===== src/rtl/pong_pkg.sv =====
// Shared pong types and default playfield geometry, common to the ball engine and the renderer.
package pong_pkg;

   typedef enum logic [1:0] {
      SERVE  = 2'd0,
      PLAY   = 2'd1,
      SCORED = 2'd2
   } engine_state_t;

   // One bit per axis: LEFT/UP = 0, RIGHT/DOWN = 1.
   typedef logic dir_t;

   localparam dir_t DIR_LEFT  = 1'b0;
   localparam dir_t DIR_RIGHT = 1'b1;
   localparam dir_t DIR_UP    = 1'b0;
   localparam dir_t DIR_DOWN  = 1'b1;

   localparam int DEF_X_MAX    = 319;
   localparam int DEF_Y_MAX    = 239;
   localparam int DEF_PADDLE_H = 32;

endpackage


===== src/rtl/step_timer.sv =====
// Free-running divider that pulses tick_o once every period_i enabled cycles.
// The count restarts from zero whenever clr_i is high, so the first tick lands period_i cycles after release.
module step_timer #(
   parameter int DIV_W = 24
) (
   input  logic             clock,
   input  logic             reset,
   input  logic             en_i,
   input  logic             clr_i,
   input  logic [DIV_W-1:0] period_i,
   output logic             tick_o
);

   logic [DIV_W-1:0] cnt_q, cnt_d;

   assign tick_o = en_i && (cnt_q == period_i - DIV_W'(1));

   always_comb begin
      cnt_d = cnt_q;
      if (clr_i) begin
         cnt_d = '0;
      end else if (en_i) begin
         cnt_d = tick_o ? '0 : cnt_q + DIV_W'(1);
      end
   end

   always_ff @(posedge clock) begin
      if (reset) begin
         cnt_q <= '0;
      end else begin
         cnt_q <= cnt_d;
      end
   end

endmodule


===== src/rtl/ball_engine.sv =====
// Pong ball physics: position/direction, wall and paddle reflection, per-hit speed-up, scoring and serve flow.
// All motion happens on step_timer ticks; outputs change on the tick edge itself.
module ball_engine
   import pong_pkg::*;
#(
   parameter int X_W         = 9,
   parameter int Y_W         = 8,
   parameter int X_MAX       = DEF_X_MAX,
   parameter int Y_MAX       = DEF_Y_MAX,
   parameter int PADDLE_X_L  = 20,
   parameter int PADDLE_X_R  = 299,
   parameter int PADDLE_H    = DEF_PADDLE_H,
   parameter int DIV_W       = 24,
   parameter int SPEED_INIT  = 1000000,
   parameter int SPEED_STEP  = 50000,
   parameter int SPEED_MIN   = 200000,
   parameter int HOLD_CYCLES = 25000000
) (
   input  logic           clock,
   input  logic           reset,
   input  logic           go,
   input  logic [Y_W-1:0] paddle_l_y,
   input  logic [Y_W-1:0] paddle_r_y,
   output logic [X_W-1:0] ball_x,
   output logic [Y_W-1:0] ball_y,
   output logic           serving,
   output logic           in_play,
   output logic           hit,
   output logic           score_l,
   output logic           score_r
);

   localparam logic [X_W-1:0]   X_LAST    = X_W'(X_MAX);
   localparam logic [X_W-1:0]   X_MID     = X_W'(X_MAX / 2);
   localparam logic [X_W-1:0]   X_PL      = X_W'(PADDLE_X_L);
   localparam logic [X_W-1:0]   X_PR      = X_W'(PADDLE_X_R);
   localparam logic [X_W-1:0]   X_PL_OUT  = X_W'(PADDLE_X_L + 1);
   localparam logic [X_W-1:0]   X_PR_OUT  = X_W'(PADDLE_X_R - 1);
   localparam logic [Y_W-1:0]   Y_LAST    = Y_W'(Y_MAX);
   localparam logic [Y_W-1:0]   Y_LAST_M1 = Y_W'(Y_MAX - 1);
   localparam logic [Y_W-1:0]   Y_MID     = Y_W'(Y_MAX / 2);
   localparam logic [Y_W:0]     PH_M1     = (Y_W + 1)'(PADDLE_H - 1);
   localparam logic [Y_W-1:0]   ZONE_TOP  = Y_W'(PADDLE_H / 3);
   localparam logic [Y_W-1:0]   ZONE_BOT  = Y_W'(PADDLE_H - PADDLE_H / 3);
   localparam logic [DIV_W-1:0] P_INIT    = DIV_W'(SPEED_INIT);
   localparam logic [DIV_W-1:0] P_STEP    = DIV_W'(SPEED_STEP);
   localparam logic [DIV_W-1:0] P_MIN     = DIV_W'(SPEED_MIN);
   localparam logic [DIV_W:0]   P_SAT_AT  = {1'b0, P_MIN} + {1'b0, P_STEP};
   localparam int               HOLD_W    = (HOLD_CYCLES > 1) ? $clog2(HOLD_CYCLES) : 1;
   localparam logic [HOLD_W-1:0] HOLD_LAST = HOLD_W'(HOLD_CYCLES - 1);

   engine_state_t     state_q, state_d;
   logic [X_W-1:0]    x_q, x_d;
   logic [Y_W-1:0]    y_q, y_d;
   dir_t              dx_q, dx_d, dy_q, dy_d;
   logic              yen_q, yen_d;
   logic [DIV_W-1:0]  period_q, period_d;
   logic [HOLD_W-1:0] hold_q, hold_d;
   logic              hit_q, hit_d, score_l_q, score_l_d, score_r_q, score_r_d;

   logic              tick;
   logic [Y_W:0]      y_ext, pl_ext, pr_ext;
   logic              in_l, in_r, hit_l, hit_r;
   logic [Y_W-1:0]    offset;

   // One extra bit so a paddle hanging off the bottom clips instead of wrapping.
   assign y_ext  = {1'b0, y_q};
   assign pl_ext = {1'b0, paddle_l_y};
   assign pr_ext = {1'b0, paddle_r_y};
   assign in_l   = (y_ext >= pl_ext) && (y_ext <= pl_ext + PH_M1);
   assign in_r   = (y_ext >= pr_ext) && (y_ext <= pr_ext + PH_M1);
   assign hit_l  = (dx_q == DIR_LEFT) && (x_q == X_PL) && in_l;
   assign hit_r  = (dx_q == DIR_RIGHT) && (x_q == X_PR) && in_r;
   assign offset = y_q - (hit_l ? paddle_l_y : paddle_r_y);

   step_timer #(.DIV_W(DIV_W)) u_step_timer (
      .clock    (clock),
      .reset    (reset),
      .en_i     (state_q == PLAY),
      .clr_i    (state_q != PLAY),
      .period_i (period_q),
      .tick_o   (tick)
   );

   always_comb begin
      state_d   = state_q;
      x_d       = x_q;
      y_d       = y_q;
      dx_d      = dx_q;
      dy_d      = dy_q;
      yen_d     = yen_q;
      period_d  = period_q;
      hold_d    = '0;
      hit_d     = 1'b0;
      score_l_d = 1'b0;
      score_r_d = 1'b0;

      case (state_q)
         SERVE: begin
            if (go) state_d = PLAY;
         end
         PLAY: begin
            if (tick) begin
               // Leaving dx_q untouched on a score makes the next serve head toward the conceding side.
               if ((dx_q == DIR_LEFT) && (x_q == '0)) begin
                  score_r_d = 1'b1;
                  state_d   = SCORED;
               end else if ((dx_q == DIR_RIGHT) && (x_q == X_LAST)) begin
                  score_l_d = 1'b1;
                  state_d   = SCORED;
               end else begin
                  if (hit_l || hit_r) begin
                     hit_d = 1'b1;
                     dx_d  = ~dx_q;
                     x_d   = hit_l ? X_PL_OUT : X_PR_OUT;
                     if ({1'b0, period_q} > P_SAT_AT) period_d = period_q - P_STEP;
                     else                             period_d = P_MIN;
                     if (offset < ZONE_TOP) begin
                        yen_d = 1'b1;
                        dy_d  = DIR_UP;
                     end else if (offset >= ZONE_BOT) begin
                        yen_d = 1'b1;
                        dy_d  = DIR_DOWN;
                     end else begin
                        yen_d = 1'b0;
                     end
                  end else begin
                     x_d = (dx_q == DIR_LEFT) ? x_q - X_W'(1) : x_q + X_W'(1);
                  end
                  // Vertical step uses the post-hit direction so wall and paddle reflect together.
                  if (yen_d) begin
                     if (dy_d == DIR_UP) begin
                        if (y_q == '0) begin
                           dy_d = DIR_DOWN;
                           y_d  = Y_W'(1);
                        end else begin
                           y_d = y_q - Y_W'(1);
                        end
                     end else begin
                        if (y_q == Y_LAST) begin
                           dy_d = DIR_UP;
                           y_d  = Y_LAST_M1;
                        end else begin
                           y_d = y_q + Y_W'(1);
                        end
                     end
                  end
               end
            end
         end
         SCORED: begin
            if (hold_q == HOLD_LAST) begin
               state_d  = SERVE;
               x_d      = X_MID;
               y_d      = Y_MID;
               period_d = P_INIT;
               yen_d    = 1'b1;
               dy_d     = DIR_DOWN;
            end else begin
               hold_d = hold_q + HOLD_W'(1);
            end
         end
         default: state_d = SERVE;
      endcase
   end

   always_ff @(posedge clock) begin
      if (reset) begin
         state_q   <= SERVE;
         x_q       <= X_MID;
         y_q       <= Y_MID;
         dx_q      <= DIR_RIGHT;
         dy_q      <= DIR_DOWN;
         yen_q     <= 1'b1;
         period_q  <= P_INIT;
         hold_q    <= '0;
         hit_q     <= 1'b0;
         score_l_q <= 1'b0;
         score_r_q <= 1'b0;
      end else begin
         state_q   <= state_d;
         x_q       <= x_d;
         y_q       <= y_d;
         dx_q      <= dx_d;
         dy_q      <= dy_d;
         yen_q     <= yen_d;
         period_q  <= period_d;
         hold_q    <= hold_d;
         hit_q     <= hit_d;
         score_l_q <= score_l_d;
         score_r_q <= score_r_d;
      end
   end

   assign ball_x  = x_q;
   assign ball_y  = y_q;
   assign serving = (state_q == SERVE);
   assign in_play = (state_q == PLAY);
   assign hit     = hit_q;
   assign score_l = score_l_q;
   assign score_r = score_r_q;

endmodule


===== config.mk =====
export PLATFORM = sky130hd
export DESIGN_NAME = ball_engine
export DESIGN_NICKNAME = d
export VERILOG_FILES = /design/src/rtl/pong_pkg.sv /design/src/rtl/step_timer.sv /design/src/rtl/ball_engine.sv
export SDC_FILE = /design/constraint.sdc
export NUM_CORES = 1
export LEC_CHECK = 0
export BUFFER_PORTS_ARGS = -buffer_cell sky130_fd_sc_hd__buf_2
export CORE_ASPECT_RATIO = 1.75
export CORE_UTILIZATION = 57
export CTS_CLUSTER_SIZE = 25
export DETAILED_ROUTE_END_ITERATION = 7
export PLACE_DENSITY_LB_ADDON = 0.3
export SYNTH_ARGS = -nofsm -noshare
export SYNTH_HDL_FRONTEND = slang
export SYNTH_SLANG_ARGS = --single-unit
export TNS_END_PERCENT = 100

===== constraint.sdc =====
create_clock -name clock -period 4.8 [get_ports clock]
set_input_delay 0 -clock clock [delete_from_list [all_inputs] [get_ports clock]]
set_output_delay 0 -clock clock [all_outputs]
set_load 0.01 [all_outputs]

==> impl_results.md, run 1 <==
- Post-DR vias/cell: 6.012
- Hold Path Class: in2reg
- Max transition margin: 0.4299
- WP data arrival: 4880 ps
- Actual slew at the worst max-slew pin: 855.1 ps
- Min Hold Slack: 30.07 ps
- Initial core utilization: 0.5860
- Setup crit start kind: input pin
- Post-Syn Instances: 937
- Drc violations: 0
- Final Setup Violations: 0
- Violation count after the first detailed-route iteration: 360
- Hold Fails Final Rpt: 0
- Worst setup EP type: flop
- Ys flop type: dfxtp_1
- Via count: 6,998
- Rows: 54
- Tmin final: 4645 ps
- Synth Area in Adders: 0.1028
- Root Buffer: clkbuf_16
- TritonCTS clock tree: built
- Achievable Freq: 215.3 MHz
- Main combinational cell family by area after synthesis: simple AND/OR/NAND/NOR gates
- Synth-to-Final Area Change: 12.44%
- LEAKAGE: 0.003254 uW
- Input/output buffers: 40
- Initial antenna violation count: 1
- Fill cells: 1,122
- Clock latency on the worst-skew pair: 360 ps
- Total negative setup slack: 0 ps
- Routed len/inst: 16.59 microns
- Mux contribution to synthesized area: 0.01384
- Clock Skews: 11.19 ps
- Global-route usage over all layers: 0.3004
- Ratio of cells with drive above 1 in the final layout: 0.1357
- First-pass GRT wire length: 31,710 microns
- Post-synth EDFFs: 0
- Clock H-tree levels: 3
- Final non-filler cell total: 1,164
- Total Wirelength: 19,320 microns
- Final slew viol count: 0
- Longest Clk Path Bufs: 2
- Gr ovfl total: 0
- Routability cong.: 0.9326
- Synth cell types: 78
- FF+latch count, synth: 94
- Synthesized net count: 1,015
- Vias in the first global route: 6,788
- Worst vdd ir: 0.1744 mV
- Post-DP HPWL: 14,600 microns
- Placed Instances: 1,140
- Register area share after synthesis: 0.2569
- Clk sink count: 94
- Compound-Gate Fraction of Synth Area: 0.1592
- Pre-antenna DRT Iters: 5
- FFs w/ async S/R, synth: 0
- Power per Cell Area: 200.3 nW/um^2
- Syn_area_per_cell: 7.817 sq um
- Critical Path Fanout Max: 5
- Final net count: 1,068
- Largest net degree at the start of global routing: 28
- Die width: 87.69 microns
- Ys Warns: 0
- Num CTS Buffers: 9
- WP data required: 5040 ps
- Simple-gate area share of the yosys netlist: 0.2957
- Synth Cell Area: 7325 sq um
- Die area: 13,330 sq um
- Crit share post-route: 0.9676
- Tot Pwr: 1649 uW
- Status: complete, no violations
- Synth Area in XOR/XNOR: 0.1220
- Io pins: 41
- Max-cap violations: 0
- CP Class: in2reg
- Clock slew at reported path FFs: 80 ps
- Placeable core region: 12,500 sq um
- Antenna Nets Post-Route: 0
- Die Height: 152.0 microns
-- timing repair --
| item | CTS | global route |
|---|---|---|
| hold buffers | 0 | 0 |
| setup buffers | 0 | 6 |
| endpoints found under the setup margin | 0 | 10 |
| gates resized for setup | 0 | 9 |
-- final cells by class --
cell class	count	area [sq um]	area share
Sequential cell	94	1882	0.2285
Tap cell	168	210.2	0.02552
Clock buffer	9	225.2	0.02735
Inverter	38	142.6	0.01732
Antenna cell	1	2.502	0.0003039
Clock inverter	7	61.31	0.007445
Timing Repair Buffer	86	545.5	0.06624
Multi-Input combinational cell	761	5166	0.6273
-- stage by stage --
step                      instance area, sq um  utilization  setup slack, ps
after floorplan                           7380            -            6.632
after global placement                    7848       0.6278           -92.22
after detailed placement                  7848       0.6278           -205.7
after CTS                                 8134       0.6508            136.7
after global routing                      8233       0.6587           -133.0
final                                     8235       0.6589            155.5
-- path summary, 6_finish.rpt --
path,slack [ps],depth (start not counted),from,to
min,30,4,go,state_q[0]
min reg2reg,480,2,yen_q,yen_q
max reg2reg,160,22,ball_y[0],ball_y[2]
max,160,27,paddle_l_y[0],ball_y[2]
-- cell families after synthesis --
group | after synthesis
DFF | 94
adders and majority gates | 59
xor gates and xnor gates | 102
buffers and inverters | 83
muxes | 10
AOI/OAI and AO/OA | 167
and+or+nand+nor | 422
-- critical path: stages --
cell       delay (ps)
buf_2             110
inv_1              80
ha_2              180
or4b_4            470
nand2_2            70
xnor2_1           120
ha_1              270
a21o_1            180
a22oi_2           110
o211ai_1          130
a211oi_2          220
buf_4             170
nor2_1             40
a21o_1            160
inv_1              60
ha_1              210
nor2b_1           150
o2111ai_2         200
nand3_2           130
o41a_1            370
o211a_1           160
nor4_4            400
a31o_4            250
buf_4             120
mux2i_1            90
o31ai_1           320
o21ai_1           110
-- cell usage after synthesis, types with 8 or more instances --
cell type | count | area share
nor2b_1 | 15 | 0.013
nor2_1 | 120 | 0.061
o21ai_0 | 25 | 0.017
xnor2_1 | 59 | 0.071
or3_1 | 8 | 0.0068
o21bai_1 | 8 | 0.0082
inv_1 | 38 | 0.019
nor4_1 | 10 | 0.0085
nand4_1 | 20 | 0.017
a21oi_1 | 47 | 0.032
xor2_1 | 43 | 0.051
mux2i_1 | 9 | 0.012
nor3_1 | 27 | 0.018
ha_1 | 57 | 0.097
a21o_1 | 8 | 0.0082
nand3_1 | 52 | 0.036
nand2_1 | 80 | 0.041
a211oi_1 | 15 | 0.015
and3_1 | 17 | 0.015
nand2b_1 | 18 | 0.015
dfxtp_1 | 94 | 0.26
buf_2 | 10 | 0.0068
and2_1 | 8 | 0.0068
o211ai_1 | 9 | 0.0092
clkbuf_1 | 25 | 0.013
-- power by group --
part	internal, uW	switching (uW)	total, uW
Combinational	66.7	90.4	157
Clock	363	347	709
Sequential	781	2.09	783
-- registers in the layout, summed over array words and instances, names as in the netlist --
register,flops
yen_q,1
score_r,1
dy_q,1
hold_q,25
dx_q,1
period_q,20
ball_x,9
hit,1
ball_y,8
u_step_timer.cnt_q,24
state_q,2
score_l,1
-- placed cells by master, fill, tap and decap left out, types with 18 or more instances in the layout --
master / instances
nor2_1: 120
o21ai_0: 23
nand3_1: 51
buf_2: 40
buf_4: 46
nor3_1: 26
ha_1: 56
xnor2_1: 59
nand4_1: 20
inv_1: 38
a21oi_1: 47
dfxtp_1: 94
nand2b_1: 18
xor2_1: 43
nand2_1: 79
-- layer usage --
metal | vias to the layer above | track usage | share of wire
met5 | - | 0 | 0
met4 | 0 | 0.1858 | 0.056
met3 | 70 | 0.05052 | 0.037
met2 | 198 | 0.5398 | 0.53
met1 | 3291 | 0.3138 | 0.38
li1 | 3439 | - | -
(Power assumes the default switching activity.)
==> run 2: changes to the inputs <==
--- a/config.mk
+++ b/config.mk
@@ -7,7 +7,7 @@
 export LEC_CHECK = 0
 export BUFFER_PORTS_ARGS = -buffer_cell sky130_fd_sc_hd__buf_2
 export CORE_ASPECT_RATIO = 1.75
-export CORE_UTILIZATION = 57
+export CORE_UTILIZATION = 60
 export CTS_CLUSTER_SIZE = 25
 export DETAILED_ROUTE_END_ITERATION = 7
 export PLACE_DENSITY_LB_ADDON = 0.3
==> constraint.sdc (replaced) <==
create_clock -name clock -period 5.6 [get_ports clock]
set_input_delay 0 -clock clock [delete_from_list [all_inputs] [get_ports clock]]
set_output_delay 0 -clock clock [all_outputs]
set_load 0.01 [all_outputs]
==> impl_results.md, run 2 (synthesis gave the netlist of run 1 again) <==
- Status: complete, no violations
- Biggest register: hold_q
- WP data required: 5820 ps (+780 ps)
- Die Height: 148.2 microns (-2.5%)
- Tot Pwr: 1372 uW (-17%)
- Max transition margin: 0.4249 (-0.005060)
- Violation count after the first detailed-route iteration: 350 (-2.8%)
- Max FFs per register: 25 (unchanged)
- Initial antenna violation count: 0 (-1)
- Total negative setup slack: 0 ps (unchanged)
- Gr ovfl total: 0 (unchanged)
- Slowest stage delay, CP: 610 ps (+140 ps)
- Drc violations: 0 (unchanged)
- Reg2Reg Depth: 20 (-9.1%)
- Io pins: 41 (unchanged)
- RSZ-0062 raised after global routing: no
- Routability cong.: 0.9776 (+4.8%)
- Leading cell type in the layout, fill and taps excluded: nor2_1
- CP Class: in2reg
- Vias in the first global route: 6,492 (-4.4%)
- Max-cap violations: 0 (unchanged)
- Final slew viol count: 0 (unchanged)
- Tmin final: 5048 ps
- Clock Skews: 8.940 ps (-2.247 ps)
- Setup Buffers After CTS: 0 (unchanged)
- Achievable Freq: 198.1 MHz
- Hold Fails Final Rpt: 0 (unchanged)
- Final net count: 1,033 (-3.3%)
- Power per Cell Area: 174.8 nW/um^2 (-13%)
- LEAKAGE: 0.003066 uW (-5.8%)
- Top flop regs: hold_q (25), u_step_timer.cnt_q (24), period_q (20)
- Root Buffer: clkbuf_16
- CP most frequent cell: ha_1
- Crit share post-route: 0.9014
- Actual slew at the worst max-slew pin: 862.7 ps (+7.590 ps)
- Final Setup Violations: 0 (unchanged)
- Cell Area, Placed: 7566 sq um (-3.6%)
- Longest Clk Path Bufs: 2 (unchanged)
- Post-DP HPWL: 14,150 microns (-3.1%)
- N_diodes: 0 (-1)
- Min Hold Slack: 39.23 ps (+9.156 ps)
- Global-route usage over all layers: 0.2992 (-0.001177)
- Placeable core region: 11,940 sq um (-4.5%)
- Die width: 85.52 microns (-2.5%)
- Setup crit start kind: input pin
- Synth-to-Final Area Change: 7.106%
- Critical Path Fanout Max: 21 (+16)
- Hold Path Class: in2reg
- Routed len/inst: 16.63 microns (+0.20%)
- Clock latency on the worst-skew pair: 340 ps (-20 ps)
- Initial core utilization: 0.6136 (+0.02764)
- Ratio of cells with drive above 1 in the final layout: 0.09167 (-0.04401)
- Pre-antenna DRT Iters: 5 (unchanged)
- CTS resizes: 0 (unchanged)
- Input/output buffers: 40 (unchanged)
- Rows: 53 (-1.9%)
- Fill cells: 1,050 (-6.4%)
- Clock H-tree levels: 3 (unchanged)
- Die area: 12,670 sq um (-4.9%)
- Worst setup EP type: flop
- Clk sink count: 94 (unchanged)
- Total Wirelength: 18,240 microns (-5.6%)
- WP data arrival: 5270 ps (+390 ps)
- Critical Path Slowest Stage Cell: or4b_2
- Antenna Nets Post-Route: 0 (unchanged)
- Num CTS Buffers: 9 (unchanged)
- Via count: 6,753 (-3.5%)
- Post-DR vias/cell: 6.156 (+2.4%)
- First-pass GRT wire length: 30,320 microns (-4.4%)
- Clock slew at reported path FFs: 60 ps (-20 ps)
- Design Area, Final: 7845 sq um (-4.7%)
- Worst vdd ir: 0.1500 mV (-14%)
- WHS Path Cells: 4 (unchanged)
- Largest net degree at the start of global routing: 28 (unchanged)
- CTS hold repair buffers: 0 (unchanged)
- Most frequent cells in the layout: 120 x nor2_1, 94 x dfxtp_1, 80 x nand2_1
- TritonCTS clock tree: built
run 2: cell count changes in the layout (fill, tap and decap cells not counted), sizes merged:
cell,previous run,this run
clkinv,2,3
a31o,2,1
inv,42,38
clkbuf,9,13
clkinvlp,1,0
diode,1,0
buf,86,52
run 2: power by group:
part | internal (uW) | leakage [uW] | switching [uW] | total (uW)
clock | 325 | 0.000140 | 252 | 577
sequential | 670 | 0.000758 | 1.69 | 671
combinational | 49.6 | 0.00217 | 73.1 | 123
total | 1040 | 0.00307 | 327 | 1370
run 2: per-layer routing:
metal  wire length (microns)  GRT usage  part of all wire  up-vias
met4                     905     0.1817             0.050        0
met5                       0          0                 0        -
met1                    6701     0.2918              0.37     3161
li1                        -          -                 -     3350
met2                   10060     0.5816              0.55      169
met3                     570    0.03774             0.031       73
run 2: metrics by stage:
step,cells,util,worst slack (ps)
6_report,1097,0.6572,552.1
5_1_grt,1097,0.6572,37.53
4_1_cts,1097,0.6572,581.7
3_5_place_dp,1081,0.6339,225.9
3_3_place_gp,1081,0.6339,353.3
2_1_floorplan,937,-,465.8
run 2: final cells by class:
| cell class | count | area (sq um) | area share |
|---|---|---|---|
| well taps | 137 | 171.4 | 0.02185 |
| clock inverters | 3 | 18.77 | 0.002392 |
| clock buffers | 13 | 260.3 | 0.03317 |
| repair buffers | 52 | 290.3 | 0.03700 |
| flip-flops and latches | 94 | 1882 | 0.2399 |
| inverters | 38 | 142.6 | 0.01818 |
| multi-input cells | 760 | 5080 | 0.6475 |
run 2: worst max-delay path, delay by kind of cell:
family / cells / cell delay, ps
adder cells (fa/ha/maj): 3 / 690
multiplexers: 2 / 520
buffers and inverters: 3 / 500
XOR/XNOR: 1 / 120
AO/OA/AOI/OAI: 10 / 2030
AND/OR/NAND/NOR: 6 / 1430
run 2: final timing paths:
check                     start          to  slack [ps]
setup reg to reg      ball_y[0]   ball_y[7]         600
setup / recovery  paddle_l_y[0]   ball_y[7]         550
hold reg to reg       hold_q[0]   hold_q[0]         460
hold / removal               go  state_q[0]          40
==> run 3: changes to the inputs <==
--- a/config.mk
+++ b/config.mk
@@ -10,7 +10,8 @@
 export CORE_UTILIZATION = 60
 export CTS_CLUSTER_SIZE = 25
 export DETAILED_ROUTE_END_ITERATION = 7
-export PLACE_DENSITY_LB_ADDON = 0.3
+export PLACE_DENSITY = 0.88
+export SLEW_MARGIN = 20
 export SYNTH_ARGS = -nofsm -noshare
 export SYNTH_HDL_FRONTEND = slang
 export SYNTH_SLANG_ARGS = --single-unit
==> impl_results.md, run 3 (synthesis gave the netlist of run 1 again) <==
- Hold Fails Final Rpt: 0 (unchanged)
- TritonCTS clock tree: built
- Die area: 12,670 sq um (unchanged)
- Antenna Nets Post-Route: 0 (unchanged)
- Cell Area, Placed: 7521 sq um (-0.60%)
- Total Wirelength: 18,640 microns (+2.2%)
- Longest Clk Path Bufs: 2 (unchanged)
- Clock latency on the worst-skew pair: 360 ps (+20 ps)
- Power per Cell Area: 180.9 nW/um^2 (+3.5%)
- Post-DP HPWL: 14,150 microns (about the same)
- Pre-CTS setup slack: -137.9 ps (-363.8 ps)
- Most frequent cells in the layout: 120 x nor2_1, 94 x dfxtp_1, 80 x nand2_1
- Gr ovfl total: 0 (unchanged)
- Fin util: 0.6565 (-0.0007340)
- Setup crit start kind: input pin
- Achievable Freq: 190.6 MHz (-3.8%)
- Hold Path Class: in2reg
- Post-DR vias/cell: 6.376 (+3.6%)
- Largest net degree at the start of global routing: 30 (+7.1%)
- Final Setup Violations: 0 (unchanged)
- Input/output buffers: 40 (unchanged)
- Root Buffer: clkbuf_16
- Max FFs per register: 25 (unchanged)
- Final slew viol count: 0 (unchanged)
- Drc violations: 0 (unchanged)
- Synth-to-Final Area Change: 6.987%
- Final non-filler cell total: 1,091 (-0.55%)
- Clock slew at reported path FFs: 80 ps (+20 ps)
- Leading cell type in the layout, fill and taps excluded: nor2_1
- Routed len/inst: 17.09 microns (+2.8%)
- Global-route usage over all layers: 0.3036 (+0.004399)
- Clock Skews: 14.12 ps (+5.179 ps)
- Area of the multi-input gates: 5095 sq um (+0.30%)
- Initial core utilization: 0.6136 (unchanged)
- Io pins: 41 (unchanged)
- RSZ-0062 raised after global routing: no
- Worst setup EP type: flop
- LEAKAGE: 0.003048 uW (-0.61%)
- Setup Buffers After CTS: 0 (unchanged)
- Placed Instances: 1,075 (-0.56%)
- Die Height: 148.2 microns (unchanged)
- WP data required: 5830 ps (about the same)
- WP data arrival: 5470 ps (+200 ps)
- Placeable core region: 11,940 sq um (unchanged)
- Crit share post-route: 0.9367 (+0.03532)
- Sequential cell area: 1882 sq um (unchanged)
- Biggest register: hold_q
- Pre-antenna DRT Iters: 7 (+2)
- First-pass GRT wire length: 30,910 microns (+2.0%)
- Max transition margin: 0.4216 (-0.003265)
- Routability cong.: 0.9561 (-2.2%)
- Rows: 53 (unchanged)
- Min Hold Slack: 41.01 ps (+1.778 ps)
- CP Class: in2reg
- N_diodes: 0 (unchanged)
- Actual slew at the worst max-slew pin: 867.6 ps (+4.898 ps)
- Num CTS Buffers: 9 (unchanged)
- Critical Path Fanout Max: 20 (-4.8%)
- Status: complete, no violations
- Final net count: 1,027 (-0.58%)
- Clock H-tree levels: 3 (unchanged)
- Ratio of cells with drive above 1 in the final layout: 0.08910 (-0.002568)
- Design Area, Final: 7836 sq um (-0.11%)
- Initial antenna violation count: 0 (unchanged)
- Worst vdd ir: 0.1697 mV (+13%)
- Top flop regs: hold_q (25), u_step_timer.cnt_q (24), period_q (20)
- Die width: 85.52 microns (unchanged)
- Violation count after the first detailed-route iteration: 326 (-6.9%)
- Clk sink count: 94 (unchanged)
- Vias in the first global route: 6,656 (+2.5%)
- Fill cells: 993 (-5.4%)
- Final worst slack: 354.3 ps (-197.8 ps)
- Tmin final: 5246 ps (+197.8 ps)
- Via count: 6,956 (+3.0%)
- Max-cap violations: 0 (unchanged)
run 3: cell types whose count changed in the layout (fill, tap and decap cells not counted), moves of 2 or more:
cell	previous run	this run
clkbuf_1	2	0
clkbuf_8	2	0
inv_8	0	3
clkinv_2	2	0
buf_4	12	6
run 3: metal layers:
layer,part of all wire,global-route usage,vias to the layer above
li1,-,-,3347
met4,0.073,0.2017,0
met3,0.042,0.05660,107
met2,0.53,0.5728,223
met5,0,0,-
met1,0.36,0.2925,3279
run 3: power breakdown:
group / total [uW] / internal, uW / switching (uW)
Clock: 623 / 317 / 306
Sequential: 671 / 669 / 1.70
Combinational: 124 / 49.5 / 74.4
Total: 1420 / 1040 / 382
run 3: final cells by class:
type,count,share of cell area
clock buffers,9,0.02874
clock inverters,7,0.009580
inverters,38,0.01820
multi-input cells,760,0.6502
flip-flops and latches,94,0.2401
well taps,137,0.02187
repair buffers,46,0.03129
run 3: critical path, stage by stage:
cell	delay [ps]
buf_2	120
inv_1	80
ha_1	210
or4b_2	620
nand2_1	110
xnor2_1	120
ha_1	280
a21o_1	170
a22oi_1	130
o211ai_1	130
a211oi_2	320
buf_4	300
o21ai_0	110
ha_1	220
fa_1	410
nor2b_1	180
o31a_1	180
and3b_1	180
o21ai_0	170
o211ai_1	210
and3_1	250
a211oi_1	510
o221ai_1	280
a21boi_0	190
run 3: path summary, 6_finish.rpt:
| path | slack, ps | to | cells past startpoint | start |
|---|---|---|---|---|
| hold / removal | 40 | state_q[0] | 4 | go |
| setup / recovery | 350 | ball_y[1] | 24 | paddle_l_y[0] |
| hold reg to reg | 480 | yen_q | 2 | yen_q |
| setup reg to reg | 390 | ball_y[1] | 19 | ball_y[0] |
run 3: per-stage QoR:
stage,total power (uW),setup TNS [ps]
floorplan,772.6,0
global placement,803.2,0
detailed placement,807.4,-247.4
CTS,1419,0
global route,1465,0
finish,1418,0
run 3: what timing repair did:
action,CTS,global route
hold endpoints to repair,0,0
endpoints found under the setup margin,0,5
gates resized for setup,0,2
hold buffers,0,0
